`src/rtl/irq_ctrl.sv`:
```
// Interrupt controller: synchronises and edge-detects external lines, keeps
// pending/mask state, and runs the irq_out request/ack handshake with the core.
module irq_ctrl #(
    parameter int N_IRQ = 8
) (
    input  logic             clk,
    input  logic             rst,
    input  logic [N_IRQ-1:0] irq_lines,
    input  logic             irq_en,
    input  logic             irq_ack,
    output logic             irq_out,
    input  logic             cfg_we,
    input  logic [1:0]       cfg_addr,
    input  logic [15:0]      cfg_wdata,
    output logic [15:0]      cfg_rdata,
    output logic [3:0]       active_id
);

    localparam logic [1:0] ADDR_MASK    = 2'd0;
    localparam logic [1:0] ADDR_PENDING = 2'd1;
    localparam logic [1:0] ADDR_ACTIVE  = 2'd2;
    localparam logic [1:0] ADDR_SOFT    = 2'd3;

    typedef enum logic [1:0] {
        IDLE,
        REQ,
        WAIT_DIS
    } state_t;

    state_t state, state_nx;

    logic [N_IRQ-1:0] sync1, sync2, prev;
    logic [N_IRQ-1:0] pending, mask;
    logic [N_IRQ-1:0] rise, elig, win_onehot;
    logic [N_IRQ-1:0] w1c_clr, soft_set, ack_clr;
    logic [3:0]       winner;
    logic             found;
    logic             take_ack;

    assign rise       = sync2 & ~prev;
    assign elig       = pending & mask;
    // Isolates the lowest set bit, i.e. the fixed-priority winner.
    assign win_onehot = elig & (~elig + 1'b1);
    assign take_ack   = (state == REQ) && irq_ack;

    always_comb begin
        winner = 4'hF;
        found  = 1'b0;
        for (int unsigned i = 0; i < N_IRQ; i++) begin
            if (elig[i] && !found) begin
                winner = 4'(i);
                found  = 1'b1;
            end
        end
    end

    always_comb begin
        w1c_clr  = '0;
        soft_set = '0;
        ack_clr  = '0;
        if (cfg_we && cfg_addr == ADDR_PENDING) w1c_clr  = cfg_wdata[N_IRQ-1:0];
        if (cfg_we && cfg_addr == ADDR_SOFT)    soft_set = cfg_wdata[N_IRQ-1:0];
        if (take_ack)                           ack_clr  = win_onehot;
    end

    always_comb begin
        state_nx = state;
        unique case (state)
            IDLE:     if (elig != '0 && irq_en) state_nx = REQ;
            REQ: begin
                if (irq_ack)           state_nx = WAIT_DIS;
                else if (!irq_en)      state_nx = IDLE;
                else if (elig == '0)   state_nx = IDLE;
            end
            WAIT_DIS: if (!irq_en) state_nx = IDLE;
            default:  state_nx = IDLE;
        endcase
    end

    always_ff @(posedge clk or posedge rst) begin
        if (rst) begin
            state     <= IDLE;
            irq_out   <= 1'b0;
            active_id <= 4'hF;
        end else begin
            state   <= state_nx;
            irq_out <= (state_nx == REQ);
            if (take_ack) active_id <= winner;
        end
    end

    // Sets (hardware rise, SOFT) are applied after clears so they win ties.
    always_ff @(posedge clk or posedge rst) begin
        if (rst) begin
            sync1   <= '0;
            sync2   <= '0;
            prev    <= '0;
            pending <= '0;
            mask    <= '0;
        end else begin
            sync1   <= irq_lines;
            sync2   <= sync1;
            prev    <= sync2;
            pending <= (pending & ~w1c_clr & ~ack_clr) | rise | soft_set;
            if (cfg_we && cfg_addr == ADDR_MASK) mask <= cfg_wdata[N_IRQ-1:0];
        end
    end

    always_comb begin
        cfg_rdata = '0;
        unique case (cfg_addr)
            ADDR_MASK:    cfg_rdata[N_IRQ-1:0] = mask;
            ADDR_PENDING: cfg_rdata[N_IRQ-1:0] = pending;
            ADDR_ACTIVE:  cfg_rdata[3:0]       = active_id;
            ADDR_SOFT:    cfg_rdata            = '0;
            default:      cfg_rdata            = '0;
        endcase
    end

endmodule
```
`config.mk`:
```
export PLATFORM = sky130hd
export DESIGN_NAME = irq_ctrl
export DESIGN_NICKNAME = d
export VERILOG_FILES = /design/src/rtl/irq_ctrl.sv
export SDC_FILE = /design/constraint.sdc
export NUM_CORES = 1
export LEC_CHECK = 0
export BUFFER_PORTS_ARGS = -buffer_cell sky130_fd_sc_hd__buf_2
export CAP_MARGIN = 20
export CORE_UTILIZATION = 40
export CTS_CLUSTER_DIAMETER = 100
export CTS_CLUSTER_SIZE = 14
export DETAILED_ROUTE_END_ITERATION = 16
export PLACE_DENSITY_LB_ADDON = 0.3
export SLEW_MARGIN = 40
export SYNTH_ARGS = -nofsm -noshare
export SYNTH_HDL_FRONTEND = slang
export SYNTH_SLANG_ARGS = --single-unit
```
`constraint.sdc`:
```
create_clock -name clk -period 1.35 [get_ports clk]
set_input_delay 0.3375 -clock clk [delete_from_list [all_inputs] [get_ports clk]]
set_output_delay 0.3375 -clock clk [all_outputs]
set_load 0.02 [all_outputs]
```
==> key figures <==
Outcome
  • Status: finished with violations
  • Failing checks: negative hold slack, negative setup slack

STA
  • Total negative slack for setup checks: -2.08 ns
  • Max Freq: roughly 0.64 GHz
  • Tcrit/Tclk final: 117%
  • Final setup slack of the worst path: -0.225 ns
  • Post-Route Skew: 0.0158 ns
  • Setup repair after global routing missed its margin: true
  • Number of pins exceeding their max-slew limit in the final report: 0
  • Hold slack final: -0.00578 ns
  • Hold Violations, Final: 3
  • Final period demand of the worst path: 1.57 ns
  • Setup-violating endpoint count in the final report: 18

Placed design
  • Hpwl dp: 3100 um
  • Placed inst area: about 0.0025 mm2
  • PortBufs: 35
  • Routability congestion estimate from global placement: around 0.8

Critical path
  • Worst endpoint data arrival time: 1.24 ns
  • Reg2Reg Capture Point: pending[6]
  • Critical Path RT: 1.01 ns
  • Biggest cell delay along the critical path: 0.56 ns
  • Launch point of the worst reg-to-reg path: mask[0]
  • Maximum net fanout on the critical path: 3
  • Sort of element at the start of the critical path: flip-flop
  • Cell with the largest stage delay on the worst path: dfstp_2
  • Cell breakdown of the critical path: mux2i_1 > o21ai_1 > buf_4
  • Critical path type: reg -> out
  • Worst setup slack for register-to-register paths: -0.20 ns
  • Launch point of the worst path: active_id[3]
  • Logic depth of the worst register-to-register path: 5
  • Critical path capture point type: primary output

Logic synthesis
  • Top cells by instance count after synthesis: 43 x dfrtp_1, 14 x nand2_1, 9 x mux2_2
  • Distinct cell type count of the synthesized netlist: 33
  • Area share of the largest cell type after synthesis: 54.9%
  • Biggest area consumer among synthesized cells: dfrtp_1
  • Share of synthesized registers carrying an async set or reset: 100%
  • Most common cell in the synthesized netlist: dfrtp_1
  • Post-synth EDFFs: 0
  • Count of warnings emitted by yosys: 0
  • Syn avg cell area: 12.7 um2
  • Netlist area before placement: 0.00196 mm2
  • Register area share after synthesis: 60.3%
  • Cells taking the most area after synthesis: dfrtp_1 55%, dfstp_2 5.4%, mux2_2 5.2%, mux2i_1 4.1%, a221o_1 3.6%
  • Most used DFF post-synth: dfrtp_1
  • Number of instances in the synthesized netlist: roughly 150
  • Yosys reg bits: 47

Route
  • Vias per Instance: about 5
  • Aggregate routed wire length: 4470 um
  • Remaining DRCs: 0
  • DR vias: 1,541
  • Number of DRC markers in iteration 0: 90
  • ANT nets after route: 0
  • Detailed-routing iteration count for the pre-antenna-repair pass: 4
  • Final routed wire length divided by cell count: 14.5 um

Global route
  • Via count of the first global-routing pass: 1,516
  • Antenna violations before repair: 0
  • Wire length of the first global-routing pass: 6960 um
  • GRT Resource Usage Total: 18.3%
  • Largest net degree at the start of global routing: 15
  • Remaining global-route overflow: 0

Clocking
  • CTS max path bufs: 2
  • Sink count of the clock tree: 47
  • Number of H-tree branching levels: 2
  • Number of buffers inserted during clock tree synthesis: 5
  • CTS clk-pin slew, worst paths: 0.09 ns
  • Hold-fix buffers, CTS: 0
  • TritonCTS clock tree: built
  • Clock tree root buffer cell: clkbuf_8
  • Skew-Pair Late Insertion Delay: 0.31 ns

Layout
  • Post-Layout Inst Area: 0.00282 mm2
  • Area growth, synth to finish: 44.0%
  • # nets final: 271
  • Antenna diode instance count: 0
  • Post-layout utilization of the core: between 50% and 60%
  • Combined area of the multi-input logic cells: 791 um2
  • FILL cells: 387
  • Proportion of layout cells with a drive suffix above 1: 51.5%
  • Register area: 0.00118 mm2

Floorplan
  • Count of standard-cell rows: 25
  • Floorplan die area: 0.00518 mm2
  • Boundary pin count: 52
  • Starting Density: 41.5%
  • Core outline area: 0.00472 mm2
  • Die width: between 70 and 80 um
  • Die boundary height: ~72 um

Flow run
  • Max-cap violations: 0

Power and ir drop
  • Power per cell area: 1470 mW/mm2
  • Maximum VDD drop: 0.717 mV
  • Leakage component of the power: between 1 and 1.5 nW

Hold path
  • Hold Path Class: in -> async
[power breakdown]
group	total, mW	leakage, nW	switching, mW	internal (mW)
clock network	1.01	0.0524	0.455	0.554
logic	1.40	0.737	0.640	0.764
registers	1.73	0.533	0.115	1.62
total	4.15	1.32	1.21	2.94
[routing by layer]
metal / global-route usage (%) / up-vias / part of all wire [%]
li1: - / 702 / -
met1: 22.7 / 779 / 42
met2: 31.0 / 51 / 52
met3: 3.06 / 9 / 4.0
met4: 9.15 / 0 / 1.7
met5: 0 / - / 0
[critical path, delay by kind of cell (launching register included)]
kind | cells | cell delay (ns)
AO/OA/AOI/OAI | 1 | 0.14
flip-flops | 1 | 0.56
multiplexers | 1 | 0.08
buffers and inverters | 1 | 0.16
[what timing repair did]
item,4_1_cts,5_1_grt
endpoints found under the setup margin,21,24
buffers inserted,10,7
pin swaps,3,11
resized for setup,21,24
[worst max-delay path by stage]
stage	endpoint	slack (ns)	cells past startpoint
6_report	cfg_rdata[3]	-0.22	3
5_1_grt	cfg_rdata[3]	-0.29	3
4_1_cts	cfg_rdata[3]	-0.24	3
3_5_place_dp	pending[1]	-0.14	4
3_3_place_gp	pending[1]	-0.12	4
2_1_floorplan	pending[6]	-0.03	4
[logic make-up (layout without fill, tap and decap cells)]
group,after synthesis,in the layout,share of synthesized area [%]
flip-flops,47,47,60.3
AND/OR/NAND/NOR,43,43,13.1
AO/OA/AOI/OAI,31,31,12.5
multiplexers,17,17,9.26
buffers and inverters,15,95,4.66
other,1,8,0.191
[cell type report]
cell class / instances / share of cell area (%)
Inverter: 3 / 0.532
Tap cell: 67 / 2.97
Sequential cell: 47 / 41.9
Clock inverter: 1 / 1.06
Multi-Input combinational cell: 99 / 28.0
Clock buffer: 7 / 2.71
Timing Repair Buffer: 84 / 22.8
[cells in the final DEF (no fill, tap or decap), types with 3 or more instances in the layout]
cell type,instances
dfrtp_1,43
buf_4,40
buf_2,27
buf_6,15
nand2_1,13
conb_1,8
mux2_2,7
nor2b_1,7
a221o_1,7
o21ai_1,6
mux2i_1,6
nor2_1,5
clkbuf_8,5
dfstp_2,4
nor2_4,3
a21boi_0,3
[through the flow]
| step | instances | power (mW) | setup slack, ns |
|---|---|---|---|
| 4_1_cts | 304 | 3.99 | -0.238 |
| 6_report | 308 | 4.15 | -0.225 |
| 3_3_place_gp | 286 | 2.72 | -0.123 |
| 2_1_floorplan | 161 | 2.32 | -0.0327 |
| 3_5_place_dp | 286 | 2.75 | -0.141 |
| 5_1_grt | 308 | 4.32 | -0.289 |
[sequential cells by signal (all words and copies together), names as in the netlist]
signal and cells:
state 2, sync1 8, pending 8, mask 8, irq_out 1, active_id 4, sync2 8, prev 8
(Power assumes the default switching activity.)
